**config.mk**
```make
export PLATFORM = sky130hd
export DESIGN_NAME = reverse_stream
export DESIGN_NICKNAME = d
export VERILOG_FILES = /design/src/rtl/reverse_stream.sv
export SDC_FILE = /design/constraint.sdc
export NUM_CORES = 1
export LEC_CHECK = 0
export CAP_MARGIN = 20
export CORE_MARGIN = 5
export CORE_UTILIZATION = 55
export DETAILED_ROUTE_END_ITERATION = 6
export HOLD_SLACK_MARGIN = 0.1
export PLACE_DENSITY = 0.91
export SYNTH_ARGS = -nofsm -noshare
export SYNTH_HDL_FRONTEND = slang
export SYNTH_SLANG_ARGS = --single-unit
```
**constraint.sdc**
```tcl
create_clock -name clk -period 10.35 [get_ports clk]
set_clock_uncertainty 0.05 [all_clocks]
set_input_delay 1.035 -clock clk [delete_from_list [all_inputs] [get_ports clk]]
set_output_delay 1.035 -clock clk [all_outputs]
set_load 0.1 [all_outputs]
```
**src/rtl/reverse_stream.sv**
```systemverilog
`default_nettype none
// ============================================================================
// Module   : reverse_stream
// Brief    : Streaming per-word bit/group reorder with a registered
//            valid/ready output and a 2-entry (OUT + SKID) buffer.
//            Optional macro REVERSE_CNT_EN adds the word_count port.
// Revision : 1.0 - initial release
// ============================================================================
module reverse_stream #(
    parameter int WIDTH = 100,
    parameter int GROUP = 1
) (
    input  logic             clk,
    input  logic             rst_n,
    input  logic             in_valid,
    output logic             in_ready,
    input  logic [WIDTH-1:0] in_data,
    input  logic [1:0]       in_mode,
    output logic             out_valid,
    input  logic             out_ready,
    output logic [WIDTH-1:0] out_data
`ifdef REVERSE_CNT_EN
    ,
    output logic [15:0]      word_count
`endif
);

    localparam int c_num_groups = WIDTH / GROUP;

    if (WIDTH < 2) begin : g_bad_width
        $error("reverse_stream: WIDTH must be >= 2");
    end
    if (GROUP < 1 || (WIDTH % GROUP) != 0) begin : g_bad_group
        $error("reverse_stream: WIDTH must be a multiple of GROUP");
    end

    // Reset asserts asynchronously and releases on a clock edge.
    logic [1:0] r_rst_sync;
    logic       w_rst_n;

    always_ff @(posedge clk or negedge rst_n) begin
        if (!rst_n) begin
            r_rst_sync <= 2'b00;
        end else begin
            r_rst_sync <= {r_rst_sync[0], 1'b1};
        end
    end

    assign w_rst_n = r_rst_sync[1];

    logic [WIDTH-1:0] w_bit_rev;
    logic [WIDTH-1:0] w_grp_rev;
    logic [WIDTH-1:0] w_in_grp_rev;
    logic [WIDTH-1:0] w_reord;

    for (genvar i = 0; i < WIDTH; i++) begin : g_bit_rev
        assign w_bit_rev[i] = in_data[WIDTH-1-i];
    end

    for (genvar k = 0; k < c_num_groups; k++) begin : g_grp
        for (genvar j = 0; j < GROUP; j++) begin : g_bit
            assign w_grp_rev[k*GROUP+j]    = in_data[(c_num_groups-1-k)*GROUP+j];
            assign w_in_grp_rev[k*GROUP+j] = in_data[k*GROUP+GROUP-1-j];
        end
    end

    always_comb begin
        w_reord = in_data;
        case (in_mode)
            2'd0:    w_reord = in_data;
            2'd1:    w_reord = w_bit_rev;
            2'd2:    w_reord = w_grp_rev;
            default: w_reord = w_in_grp_rev;
        endcase
    end

    logic             r_out_valid;
    logic [WIDTH-1:0] r_out_data;
    logic             r_skid_valid;
    logic [WIDTH-1:0] r_skid_data;
    logic             w_in_fire;
    logic             w_out_fire;

    assign in_ready   = !r_skid_valid;
    assign out_valid  = r_out_valid;
    assign out_data   = r_out_data;
    assign w_in_fire  = in_valid && !r_skid_valid;
    assign w_out_fire = r_out_valid && out_ready;

    // (skid_valid, out_valid) encodes EMPTY / ONE / FULL; SKID holds reordered data.
    always_ff @(posedge clk or negedge w_rst_n) begin
        if (!w_rst_n) begin
            r_out_valid  <= 1'b0;
            r_out_data   <= '0;
            r_skid_valid <= 1'b0;
            r_skid_data  <= '0;
        end else if (!r_out_valid) begin
            if (w_in_fire) begin
                r_out_data  <= w_reord;
                r_out_valid <= 1'b1;
            end
        end else if (!r_skid_valid) begin
            if (w_in_fire && w_out_fire) begin
                r_out_data <= w_reord;
            end else if (w_in_fire) begin
                r_skid_data  <= w_reord;
                r_skid_valid <= 1'b1;
            end else if (w_out_fire) begin
                r_out_valid <= 1'b0;
            end
        end else if (w_out_fire) begin
            r_out_data   <= r_skid_data;
            r_skid_valid <= 1'b0;
        end
    end

`ifdef REVERSE_CNT_EN
    logic [15:0] r_word_count;

    always_ff @(posedge clk or negedge w_rst_n) begin
        if (!w_rst_n) begin
            r_word_count <= 16'd0;
        end else if (w_out_fire && r_word_count != 16'hFFFF) begin
            r_word_count <= r_word_count + 16'd1;
        end
    end

    assign word_count = r_word_count;
`endif

endmodule
`default_nettype wire

```
# Word-level counts from Yosys, hierarchy flattened
# Cells that the tools add are included.
# totals
reg_bits	204
input_bits	106
output_inout_bits	102
wordCells	33
# op_classes
eq_ne	4
n_mux	14
n_bitwise	2
reduce_logical	8
# ops
operator	n
two-way mux 100 bit	6
two-way mux 1 bit	8
AND reduction 4 bit	1
logical AND 1 bit	3
!= test 3 x 1 -> 1 bit, second input constant	1
!= test 3 x 2 -> 1 bit, second input constant	1
AND reduction 3 bit	1
equality test 2 x 1 -> 1 bit, second input constant	1
equality test 2 bit, second input constant	1
inverter 1 bit	2
nonzero test 2 bit	1
OR reduction 2 bit	1
logical NOT 1 bit	1

# Longest topological paths before layout
# Gate-level depths: netlist of run 1.
# depth
ltp_word	6
ltp_mapped	6
ltp_nobuf	4

# Worst setup path before layout of run 1
# Ideal clock, no wire load.
# synth_timing
path_kind	register -> register
start	reg r_skid_valid
end	reg r_skid_data[0]
setup_time_ps	82
arrival_ps	2084
required_time_ps	10218
setup_slack_ps	8134
stages_incl_launch_ff	7
n_path_buf	2
synth_period_minus_slack_ps	2216
cell_sequence	dfrtp_1 inv_1 and4_1 clkbuf_1 buf_1 nor2_1 a31oi_1
# synth_via
elab_chain_cells	5
word_cells_on_any_way	6
classes_between	2 x bitwise; 4 x reduce/logical
# synth_lines
item	line	source
start: declaration	79	logic r_skid_valid;
start signal: assignment	95	r_skid_valid <= 1'b0;
start signal: assignment	107	r_skid_valid <= 1'b1;
start signal: assignment	113	r_skid_valid <= 1'b0;
logical NOT 1 bit (*)	--	
net in_ready	16	output logic in_ready,
logical AND 1 bit (*)	87	assign w_in_fire = in_valid && !r_skid_valid;
logical AND 1 bit	103	if (w_in_fire && w_out_fire) begin
inverter 1 bit (no line)	--	
AND reduction 4 bit (no line) (*)	--	
end signal: assignment	106	r_skid_data <= w_reord;
end: declaration	80	logic [WIDTH-1:0] r_skid_data;
# The timed path passes the listed nets; every way through them passes the cells marked *.
# A chain may end at the register's enable or synchronous reset.

# Worst setup path in the final report of run 1
# layout_timing
start	in in_valid
end	reg r_skid_data[15]
# layout_via
elab_chain_cells	4
# layout_lines
item	line	source
start: declaration	15	input logic in_valid,
logical AND 1 bit (*)	87	
logical AND 1 bit	103	
inverter 1 bit (no line)	--	
AND reduction 4 bit (no line) (*)	--	
# Every way passes the cells marked *; elsewhere a longest branch is shown, timed or not.

==> summary.txt, run 1 <==
Worst setup path
  – Startpoint type of the worst setup path: input pin
  – Crit-path max cell delay: 930 ps
  – Max FO, Critical Path: 107
  – CP Capture Type: flip-flop
  – WS Path Type: input pin to flip-flop
  – Critical path arrival: 3870 ps
  – Critical-path cell list: clkdlybuf4s50_1, and4_4, buf_4, nor2_1, a31oi_1
  – Worst Path Required: 10700 ps
  – Slowest-stage cell, CP: buf_4

Synth
  – Average cell area after synthesis: 8.40 sq um
  – Syn. warnings: 0
  – Register bit total from synthesis: 204
  – Sequential share of the synthesized area: 54.9%
  – Syn Nets: 1212
  – Mapped Cells: 1106
  – Synth unique cells: 19
  – Syn Std Cell Area: 9290 sq um

Route
  – WL final: 25900 um
  – DRC viols: 0
  – TritonRoute pass-1 iters: 6
  – Drt initial violations: 915
  – Vias/cell: 5.84
  – Routed WL per cell: 17.3 um
  – Antenna violation net count after detailed routing: 0
  – Via count: 8748

CTS
  – Clock Tree Root: clkbuf_16
  – # H-tree levels: 1
  – Worst skew pair latency: 490 ps
  – Post-CTS Repair Setup Buffers: 0
  – Total CTS buffers: 22
  – Clock Path Buffers: 3
  – Reg clk slew, reported paths: 60 ps
  – CTS tree: built
  – CTS Sinks: 204
  – Hold Buf Count CTS: 0
  – Post-cts sizing count: 0

Global route
  – Vias in the first global route: 8254
  – Grt ovf: 0
  – Initial antenna violation count: 0
  – First-pass GRT wire length: 42300 um
  – Largest net degree at the start of global routing: 111
  – Total track usage: 25.7%

Timing
  – Setup TNS: 0 ps
  – Worst slew margin: 26.4%
  – Highest clock rate: 285 MHz
  – Fin crit period: 3510 ps
  – RSZ-0062 raised after global routing: false
  – Worst-Margin Slew: 1100 ps
  – Final setup fails: 0
  – Final Hold Vio Count: 0
  – Slew Limit Fails: 0
  – Final Cycle Share: 34.0%
  – Fin worst setup slack: 6840 ps

Floorplanning
  – Cell Rows: 47
  – Initial core utilization: 56.0%
  – Die footprint: 19600 sq um
  – Core Region: 16600 sq um
  – I/O Pins: 208
  – Die Width: 140 um
  – Die height: 140 um

Hold path
  – Hold Crit Class: flip-flop to flip-flop

Cells and area
  – Fin util: 73.4%
  – Antenna diodes: 0
  – Share of layout cells above drive strength 1: 3.92%
  – Layout area overhead: 31.1%
  – Register area: 5110 sq um
  – Final Net Count: 1367
  – Area of the multi-input gates: 3890 sq um
  – Layout fillers: 1189

Placement
  – Post-DP HPWL: 15900 um
  – Gpl congestion: 0.883
  – Number of buffers added on ports: 207
  – Dpl ws: 6380 ps

Run status
  – Outcome: completed

Flow run
  – Max-cap violation count: 0
## sequential cells by signal (all words and copies together) (netlist names)
signal	cells
out_data	100
out_valid	1
r_rst_sync	2
r_skid_data	100
r_skid_valid	1
## final timing paths
check / slack (ps) / cells after the start / endpoint / startpoint
worst max-delay path: 6840 / 5 / r_skid_data[15] / in_valid
worst min-delay path: 300 / 0 / r_rst_sync[1] / r_rst_sync[0]
worst max register to register: 7410 / 5 / r_skid_data[15] / r_skid_valid
worst min register to register: 300 / 0 / r_rst_sync[1] / r_rst_sync[0]
max in group asynchronous: 8590 / 1 / out_data[96] / r_rst_sync[1]
min in group asynchronous: 340 / 0 / r_skid_data[24] / r_rst_sync[1]
## worst max-delay path, delay by kind of cell
family / cells / cell delay [ps]
AO/OA/AOI/OAI: 1 / 190
buffers and inverters: 2 / 1540
AND/OR/NAND/NOR: 2 / 1040
## synth_stat cells
library cell | instances | area (sq um)
buf_2 | 11 | 55.1
a21oi_1 | 1 | 5.00
o21ai_0 | 102 | 510
buf_1 | 3 | 11.3
and2_1 | 1 | 6.26
o22a_1 | 1 | 8.76
a31oi_1 | 100 | 626
nor2_1 | 102 | 383
clkbuf_1 | 72 | 270
dfrtp_1 | 204 | 5100
and4_1 | 1 | 8.76
inv_1 | 3 | 11.3
and3_1 | 100 | 626
conb_1 | 1 | 3.75
o21ai_1 | 100 | 500
nand2_1 | 301 | 1130
o22ai_1 | 1 | 6.26
xor2_1 | 1 | 8.76
xnor2_2 | 1 | 16.3
## cell families after synthesis
kind of cell / Yosys count / synth area share (%)
other cells: 1 / 0.0404
buf+inv: 89 / 3.74
compound gates: 305 / 17.8
simple gates: 505 / 23.2
xor+xnor: 2 / 0.269
flops: 204 / 54.9
## area by class of cell
type / count / area share, %
Sequential cell: 204 / 42.0
Multi-Input combinational cell: 813 / 32.0
Timing Repair Buffer: 217 / 18.0
Clock buffer: 32 / 5.17
Tap cell: 220 / 2.26
Clock inverter: 8 / 0.586
Inverter: 3 / 0.0925
## per-layer routing
metal	up-vias	wire length, um	track usage [%]
li1	4112	-	-
met1	4198	10900	36.5
met2	385	12400	40.7
met3	53	1740	4.06
met4	0	792	8.87
met5	-	0	0
## metrics by stage
step | cells | hold WS [ps] | area (sq um)
floorplan | 1106 | 281 | 9290
global placement | 1455 | 285 | 11400
detailed placement | 1455 | 288 | 11400
CTS | 1495 | 309 | 12100
global route | 1497 | 323 | 12200
finish | 1497 | 305 | 12200
## placed cells by master (no fill, tap or decap), types with 2 or more instances in the layout
cell type        synthesis  routed
clkinv_2                 0       6
inv_1                    3       3
buf_16                   0       2
clkbuf_8                 0       2
nor2_1                 102     102
clkdlybuf4s50_1          0     207
nand2_1                301     300
o21ai_0                102     102
o21ai_1                100     100
buf_4                    0       8
dfrtp_1                204     203
clkbuf_16                0      23
a31oi_1                100     100
clkbuf_1                72       7
and3_1                 100     100
Power of run 1 is not shown: default switching activity piles up to over one toggle a cycle in this logic, so the estimate is an artifact.
==> run 2: changes to the inputs <==
--- a/config.mk
+++ b/config.mk
@@ -7,10 +7,10 @@
 export LEC_CHECK = 0
 export CAP_MARGIN = 20
 export CORE_MARGIN = 5
-export CORE_UTILIZATION = 55
+export CORE_UTILIZATION = 51
 export DETAILED_ROUTE_END_ITERATION = 6
 export HOLD_SLACK_MARGIN = 0.1
-export PLACE_DENSITY = 0.91
+export PLACE_DENSITY = 0.86
 export SYNTH_ARGS = -nofsm -noshare
 export SYNTH_HDL_FRONTEND = slang
 export SYNTH_SLANG_ARGS = --single-unit
==> constraint.sdc (replaced) <==
create_clock -name clk -period 3.4 [get_ports clk]
set_clock_uncertainty 0.05 [all_clocks]
set_input_delay 0.34 -clock clk [delete_from_list [all_inputs] [get_ports clk]]
set_output_delay 0.34 -clock clk [all_outputs]
set_load 0.1 [all_outputs]
==> run 2 against run 1 <==
  * Worst hold slack worse by 3.0 ps
  * Via count is 1.2% lower
  * Non-clock buffer count grew 1
  * Utilization decreased by 5.2 points
  * Register-to-register slack worse by 6000 ps
  * Global-route usage decreased by 1.9 points
  * Flip-flop and latch count is the same
  * Clock-buffer cell count rose by 2
  * Design area rose by 0.63%
==> summary.txt, run 2 (same netlist as run 1, synthesis figures left out) <==
Run status
  – Outcome: completed

Route
  – Antenna violation net count after detailed routing: 0
  – Top Layer Used: met4
  – Drt initial violations: 760
  – Wire length on met3: 1770 um
  – Vias/cell: 5.74
  – TritonRoute pass-1 iters: 5
  – DRC viols: 0
  – Routed WL per cell: 17.0 um
  – Met1 WL: 10700 um
  – WL met2: 12400 um
  – WL final: 25600 um
  – Via count: 8646

Cells and area
  – Layout area overhead: 31.9%
  – Antenna diodes: 0
  – Fin area: 12300 sq um
  – Area of the multi-input gates: 3890 sq um
  – Share of layout cells above drive strength 1: 3.92%
  – Final Net Count: 1368
  – Layout fillers: 1354
  – Leading cell type in the layout, fill and taps excluded: nand2_1
  – Most frequent cells in the layout: 300 x nand2_1, 206 x clkdlybuf4s50_1, 203 x dfrtp_1
  – Fin util: 68.2%
  – Register area: 5110 sq um

CTS
  – Post-cts sizing count: 0
  – Total CTS buffers: 22
  – CTS Sinks: 204
  – CTS tree: built
  – Clock Path Buffers: 3
  – Clock Tree Root: clkbuf_16
  – Worst skew pair latency: 490 ps
  – Post-CTS Repair Setup Buffers: 0
  – Reg clk slew, reported paths: 60 ps
  – # H-tree levels: 1
  – Hold Buf Count CTS: 1

Floorplanning
  – Cell Rows: 49
  – Initial core utilization: 51.7%
  – Die height: 145 um
  – Core Region: 18000 sq um
  – Die Width: 145 um
  – I/O Pins: 208
  – Die footprint: 21000 sq um

Timing
  – Slew Limit Fails: 0
  – RSZ-0062 raised after global routing: false
  – Fin crit period: 2640 ps
  – Final Cycle Share: 77.7%
  – Final setup fails: 0
  – Setup TNS: 0 ps
  – Final Hold Vio Count: 0
  – Worst slew margin: 29.4%
  – Highest clock rate: 378 MHz
  – Worst-Margin Slew: 1060 ps

Hold path
  – Hold Crit Class: flip-flop to flip-flop
  – Worst Hold End: r_rst_sync[1]
  – Min-delay src: r_rst_sync[0]
  – Hold Path Depth: 0

Worst setup path
  – R2R cell count: 4
  – Worst Path Required: 3010 ps
  – Worst r2r src: r_skid_valid
  – WS Path Type: flip-flop to output pin
  – Max FO, Critical Path: 8
  – Reg-to-Reg End: out_data[20]
  – Critical path arrival: 2250 ps
  – Startpoint type of the worst setup path: flip-flop
  – FF-to-FF setup slack: 1370 ps
  – CP Capture Type: output pin

Global route
  – Grt ovf: 0
  – Initial antenna violation count: 0
  – First-pass GRT wire length: 42800 um
  – Total track usage: 23.8%
  – Largest net degree at the start of global routing: 201
  – Vias in the first global route: 8575

Flow run
  – Max-cap violation count: 0

Placement
  – Post-DP HPWL: 15900 um
  – Gpl congestion: 0.788
  – DP Area: 11500 sq um
  – Number of buffers added on ports: 207
run 2: changes by cell type in the layout (fill, tap and decap cells not counted), sizes merged:
cell           before  now
clkbuf             32   34
clkinv              6    4
buf                10   11
dlygate4sd3         0    1
clkdlybuf4s50     207  206
inv                 4    3
run 2: area by class of cell:
cell class | count | share of cell area (%)
Tap cell | 229 | 2.34
Timing Repair Buffer | 218 | 18.3
Sequential cell | 204 | 41.7
Clock inverter | 5 | 0.439
Inverter | 3 | 0.0919
Multi-Input combinational cell | 813 | 31.8
Clock buffer | 34 | 5.36
run 2: worst max-delay path by stage:
| stage | startpoint | end |
|---|---|---|
| detailed placement | in_mode[0] | out_data[36] |
| global route | r_skid_valid | in_ready |
| CTS | r_skid_valid | in_ready |
| global placement | in_mode[0] | out_data[84] |
| finish | r_skid_valid | in_ready |
| floorplan | r_skid_valid | r_skid_data[0] |
run 2: critical path: stages (launching register included):
cell and delay, ps:
dfrtp_1 500, inv_1 120, clkdlybuf4s50_1 1130
run 2: metrics by stage:
stage          setup slack (ps)  std cells  hold slack, ps
4_1_cts                     735       1506             304
2_1_floorplan              1180       1106           -5.59
3_3_place_gp                988       1466             287
5_1_grt                     706       1506             317
6_report                    757       1506             302
3_5_place_dp                910       1466             291
run 2: routing by layer:
| layer | vias to the layer above | GRT usage [%] |
|---|---|---|
| li1 | 4121 | - |
| met3 | 50 | 3.52 |
| met1 | 4120 | 32.7 |
| met4 | 0 | 7.20 |
| met5 | - | 0 |
| met2 | 355 | 39.3 |
Power of run 2 is left out for the same reason.
